File: config.mk
export PLATFORM = sky130hd
export DESIGN_NAME = trdb_trace_ctrl
export DESIGN_NICKNAME = d
export VERILOG_FILES = /design/src/rtl/trdb_pkg.sv /design/src/rtl/trdb_trace_ctrl.sv
export SDC_FILE = /design/constraint.sdc
export NUM_CORES = 1
export LEC_CHECK = 0
export ABC_AREA = 1
export BUFFER_PORTS_ARGS = -buffer_cell sky130_fd_sc_hd__buf_2
export CORE_AREA = 8 8 93 95
export CTS_CLUSTER_SIZE = 25
export DETAILED_ROUTE_END_ITERATION = 8
export DIE_AREA = 0 0 101 103
export GPL_TIMING_DRIVEN = 0
export PLACE_DENSITY = 0.54
export SLEW_MARGIN = 10
export SYNTH_ARGS = -nofsm -noshare
export SYNTH_HDL_FRONTEND = slang
export SYNTH_SLANG_ARGS = --single-unit
File: constraint.sdc
create_clock -name clk_i -period 2.6 [get_ports clk_i]
set_input_delay 0.26 -clock clk_i [delete_from_list [all_inputs] [get_ports clk_i]]
set_output_delay 0.26 -clock clk_i [all_outputs]
set_load 0.01 [all_outputs]
File: src/rtl/trdb_pkg.sv
// trdb_pkg
// Shared types for the trace debugger blocks.
//   PRIVLEN          : width of the core privilege field carried with each retired instruction
//   trdb_ctrl_kind_e : control-packet kind requested from the packet emitter
package trdb_pkg;

  localparam int PRIVLEN = 2;

  typedef enum logic [1:0] {
    START = 2'd0,
    SYNC  = 2'd1,
    EXC   = 2'd2,
    STOP  = 2'd3
  } trdb_ctrl_kind_e;

endpackage

File: src/rtl/trdb_trace_ctrl.sv
// trdb_trace_ctrl
// Sequences the trace packet emitter. It follows trace enable, retired instructions,
// exceptions and privilege changes, and decides when START, SYNC, EXC and STOP
// control packets are requested. Instruction intake is stalled while a control
// packet is outstanding or the emitter is being flushed.
// Ports:
//   clk_i, rst_ni       clock, asynchronous active-low reset
//   trace_enable_i      level, tracing requested
//   sync_period_i       retired instructions between SYNC packets (0 = periodic sync off)
//   ivalid_i            instruction retired this cycle (ignored while stall_o=1)
//   iexception_i        retired instruction traps (qualified by ivalid_i)
//   interrupt_i         the trap is an interrupt (reported as emit_irq_o)
//   priv_i              privilege of the retired instruction
//   emit_ready_i        emitter accepts the current request
//   flush_done_i        emitter/FIFO drained
//   emit_req_o          control-packet request
//   emit_kind_o         kind of the requested packet
//   emit_irq_o          interrupt flag, valid with kind EXC
//   stall_o             hold retirement stream upstream
//   flush_o             request emitter flush
//   tracing_o           trace session active
module trdb_trace_ctrl
  import trdb_pkg::*;
#(
  parameter int SYNC_CNT_W = 16
) (
  input  logic                  clk_i,
  input  logic                  rst_ni,
  input  logic                  trace_enable_i,
  input  logic [SYNC_CNT_W-1:0] sync_period_i,
  input  logic                  ivalid_i,
  input  logic                  iexception_i,
  input  logic                  interrupt_i,
  input  logic [PRIVLEN-1:0]    priv_i,
  input  logic                  emit_ready_i,
  input  logic                  flush_done_i,
  output logic                  emit_req_o,
  output trdb_ctrl_kind_e       emit_kind_o,
  output logic                  emit_irq_o,
  output logic                  stall_o,
  output logic                  flush_o,
  output logic                  tracing_o
);

  localparam logic [2:0] ST_IDLE  = 3'd0;
  localparam logic [2:0] ST_START = 3'd1;
  localparam logic [2:0] ST_TRACE = 3'd2;
  localparam logic [2:0] ST_EXC   = 3'd3;
  localparam logic [2:0] ST_SYNC  = 3'd4;
  localparam logic [2:0] ST_FLUSH = 3'd5;
  localparam logic [2:0] ST_STOP  = 3'd6;

  logic [2:0]            state_q, state_d;
  logic [SYNC_CNT_W-1:0] sync_cnt_q, sync_cnt_d;
  logic [PRIVLEN-1:0]    last_priv_q, last_priv_d;
  logic                  irq_q, irq_d;
  logic                  sync_due;

  // sync_period_i is used live, so a new period applies at the next compare.
  assign sync_due = (sync_period_i != '0) &&
                    (sync_cnt_q == sync_period_i - SYNC_CNT_W'(1));

  // Next-state logic. Requests are only left on emit_ready_i, so a packet is never
  // abandoned; enable changes are only looked at in IDLE and TRACE.
  always_comb begin
    state_d     = state_q;
    sync_cnt_d  = sync_cnt_q;
    last_priv_d = last_priv_q;
    irq_d       = irq_q;
    case (state_q)
      ST_IDLE: begin
        if (trace_enable_i) state_d = ST_START;
      end
      ST_START: begin
        if (emit_ready_i) begin
          state_d     = ST_TRACE;
          sync_cnt_d  = '0;
          last_priv_d = priv_i;
        end
      end
      ST_TRACE: begin
        if (!trace_enable_i) begin
          state_d = ST_FLUSH;
        end else if (ivalid_i) begin
          last_priv_d = priv_i;
          if (iexception_i) begin
            state_d    = ST_EXC;
            irq_d      = interrupt_i;
            sync_cnt_d = '0;
          end else if (priv_i != last_priv_q || sync_due) begin
            state_d    = ST_SYNC;
            sync_cnt_d = '0;
          end else if (sync_cnt_q != '1) begin
            sync_cnt_d = sync_cnt_q + SYNC_CNT_W'(1);
          end
        end
      end
      ST_EXC, ST_SYNC: begin
        if (emit_ready_i) state_d = ST_TRACE;
      end
      ST_FLUSH: begin
        if (flush_done_i) state_d = ST_STOP;
      end
      ST_STOP: begin
        if (emit_ready_i) state_d = ST_IDLE;
      end
      default: state_d = ST_IDLE;
    endcase
  end

  always_ff @(posedge clk_i or negedge rst_ni) begin
    if (!rst_ni) begin
      state_q     <= ST_IDLE;
      sync_cnt_q  <= '0;
      last_priv_q <= '0;
      irq_q       <= 1'b0;
    end else begin
      state_q     <= state_d;
      sync_cnt_q  <= sync_cnt_d;
      last_priv_q <= last_priv_d;
      irq_q       <= irq_d;
    end
  end

  // Moore output decode: everything follows the state register only.
  always_comb begin
    emit_req_o  = 1'b0;
    emit_kind_o = START;
    flush_o     = 1'b0;
    tracing_o   = 1'b0;
    case (state_q)
      ST_START: emit_req_o = 1'b1;
      ST_TRACE: tracing_o  = 1'b1;
      ST_EXC: begin
        emit_req_o  = 1'b1;
        emit_kind_o = EXC;
        tracing_o   = 1'b1;
      end
      ST_SYNC: begin
        emit_req_o  = 1'b1;
        emit_kind_o = SYNC;
        tracing_o   = 1'b1;
      end
      ST_FLUSH: begin
        flush_o   = 1'b1;
        tracing_o = 1'b1;
      end
      ST_STOP: begin
        emit_req_o  = 1'b1;
        emit_kind_o = STOP;
      end
      default: ;
    endcase
  end

  assign stall_o    = emit_req_o | flush_o;
  assign emit_irq_o = irq_q & (state_q == ST_EXC);

endmodule

==> results.py <==
metrics = {
    "cts": {
        "cts_max_level": 1,
        "cts_tree": "yes",
        "clk_latency_ps": 270,
        "cts_setup_buffers": 0,
        "cts_root_buffer": "clkbuf_8",
        "cts_buffers": 3,
        "holdBufCountCts": 1,
        "clockBufferDepth": 2,
        "cts_resized": 0,
        "cts.sinks": 22,
        "path_clk_slew_ps": 90,
    },
    "run_status": {
        "status": "completed",
    },
    "critical_path": {
        "crit_path_end_kind": "flip-flop",
        "path_max_fanout": 10,
        "critPathSlowestCell": "nor3_2",
        "worst_ep_arrival_time_ps": 2470,
        "max_stage_delay_ps": 570,
        "critPathLaunchType": "flip-flop",
        "critical_path_class": "flip-flop to flip-flop",
        "crit_chain": "inv_1, nand3_1, nor3_2, clkbuf_1, nand4_1, o21ai_2",
        "cp.required_ps": 2800,
    },
    "timing": {
        "worst_pin_slew_ps": 609,
        "fin_crit_sh": 0.872,
        "max_freq_ghz": 0.441,
        "slew_viol_final": 0,
        "max_slew_margin": 0.591,
        "final-hold-violation-count": 0,
        "fin_tns_setup_ps": 0,
        "fin_crit_ps": 2270,
        "hold_slack_ps": 204,
        "setup_viol": 0,
        "rsz0062_at_grt": "false",
        "finalClockSkew_ps": 6.50,
    },
    "floorplan": {
        "core_area_um2": 7140,
        "io_pins": 33,
        "core.rowCount": 31,
        "die-height_um": 103,
        "initial_core_util": 0.342,
        "die_x_um": 101,
        "dieArea_um2": 10400,
    },
    "logic_synthesis": {
        "synth-seq-cells": 22,
        "synth_simple_gate_area_share": 0.451,
        "async_flop_share": 1.00,
        "syn_area_um2": 2440,
        "synthCells": 359,
        "synthAdderAreaFrac": 0.0154,
        "synth_top_area_share": 0.225,
        "synth-seq-area-share": 0.225,
        "synth.largest_area_cell": "dfrtp_1",
        "synth.most_common_cell": "nand2_1",
        "synthesis.nets": 388,
        "yosys_warnings": 0,
        "synth_top_family_by_area": "simple AND/OR/NAND/NOR gates",
        "synthTopCellsByArea": "dfrtp_1 (23%), nand2_1 (12%), inv_1 (7.5%), nand3_1 (6.8%), xor2_1 (6.5%)",
        "yosys.area_share.xor_xnor": 0.0825,
        "synth_edf_count": 0,
        "synth_ff_type": "dfrtp_1",
        "avgSynthCellArea_um2": 6.80,
        "synth_commonest_cells": "nand2_1 (79), inv_1 (49), nand3_1 (33)",
        "synth-compound-area-share": 0.0994,
        "synth_cell_types": 42,
        "synth_mux_area_frac": 0.00922,
    },
    "place": {
        "gp_congestion": 0.845,
        "placedInstanceArea_um2": 2730,
        "hpwl_mm": 5.00,
        "numPortBuffers": 32,
    },
    "power": {
        "p_leak_nw": 1.40,
        "fin_total_pwr_mw": 1.32,
        "irDropWorstVdd_v": 0.000423,
        "p_per_area_nw_per_um2": 471,
    },
    "layout": {
        "drive_above_1_share": 0.278,
        "final-seq-area_um2": 551,
        "finish.instance_area_um2": 2790,
        "nNetsFinal": 426,
        "multi_input_area_um2": 1610,
        "area_growth_pct": 14.3,
        "n_antenna_cell": 0,
        "nFillCells": 817,
    },
    "routing": {
        "firstDrtPassIters": 4,
        "vias": 2334,
        "wl_per_cell_um": 12.5,
        "wirelength_mm": 6.21,
        "vias_per_cell": 4.72,
        "drt.antenna.violating_nets": 0,
        "initialDrtViolationCount": 113,
        "route.detailed.drc": 0,
    },
    "grt": {
        "overflow": 0,
        "grt_first_pass_wirelength_mm": 10.6,
        "grt_pass1_vias": 2222,
        "grt_antenna_before_repair": 0,
        "grt_max_degree": 23,
        "track_usage": 0.124,
    },
    "flow_run": {
        "maxCapViolCount": 0,
    },
    "hold_path": {
        "hold_path.class": "input port to flip-flop",
    },
}
## through the flow
stage,utilization,setup WS (ps),instances
global route,0.391,132,495
CTS,0.391,336,495
finish,0.391,333,495
global placement,0.382,140,490
detailed placement,0.382,122,490
floorplan,-,634,359
## flip-flops by register name, summed over array words and instances (netlist names)
| name | flops |
|---|---|
| sync_cnt_q | 16 |
| state_q | 3 |
| last_priv_q | 2 |
| irq_q | 1 |
## cell usage in the layout (no fill, tap or decap), types with 4 or more instances in the layout
cell and n:
nand2_1 79, inv_1 49, buf_2 37, nand3_1 33
nor2_1 28, dfrtp_1 22, nand4_1 20, xor2_1 18
nand2_2 17, o21ai_2 15, nor2_4 8, nor2_2 6
nor3_1 5, xnor2_1 5, inv_2 4, clkbuf_8 4
## metal layers
layer	share of wire	vias up	routed length, um	track usage
li1	-	1234	-	-
met1	0.49	1060	3060	0.166
met2	0.46	36	2860	0.205
met3	0.040	4	249	0.0209
met4	0.0068	0	42	0.0241
met5	0	-	0	0
## layout make-up
type / count / area share
multi-input combinational: 269 / 0.575
sequential: 22 / 0.197
inverter: 55 / 0.0740
timing repair buffer: 33 / 0.0610
tap: 99 / 0.0444
buffer: 13 / 0.0287
clock buffer: 4 / 0.0197
## report_power, final
part | leakage, nW | switching (mW) | internal, mW | total (mW)
Clock | 0.0288 | 0.118 | 0.135 | 0.253
Combinational | 1.08 | 0.377 | 0.235 | 0.613
Sequential | 0.297 | 0.0599 | 0.390 | 0.450
## critical path, delay by kind of cell (launching register included)
kind                   cells  cell delay (ps)
AO/OA/AOI/OAI              1              170
flip-flops                 1              480
buffers and inverters      2              630
AND/OR/NAND/NOR            3              920
## final timing paths
check                          startpoint        endpoint  slack (ps)  cells after the start
min in group asynchronous          rst_ni  last_priv_q[0]         490                      2
max                            state_q[2]   sync_cnt_q[5]         330                      6
max reg2reg                    state_q[2]   sync_cnt_q[5]         330                      6
min                           interrupt_i           irq_q         200                      3
max in group asynchronous          rst_ni   sync_cnt_q[6]        1760                      2
min reg2reg                last_priv_q[0]  last_priv_q[0]         540                      1
## logic make-up after synthesis
kind of cell | count (synthesis)
and+or+nand+nor | 212
buffers and inverters | 68
AOI/OAI and AO/OA | 29
xor gates and xnor gates | 23
DFF | 22
adders and majority gates | 3
muxes | 2
Power figures use the tool's default switching activity.
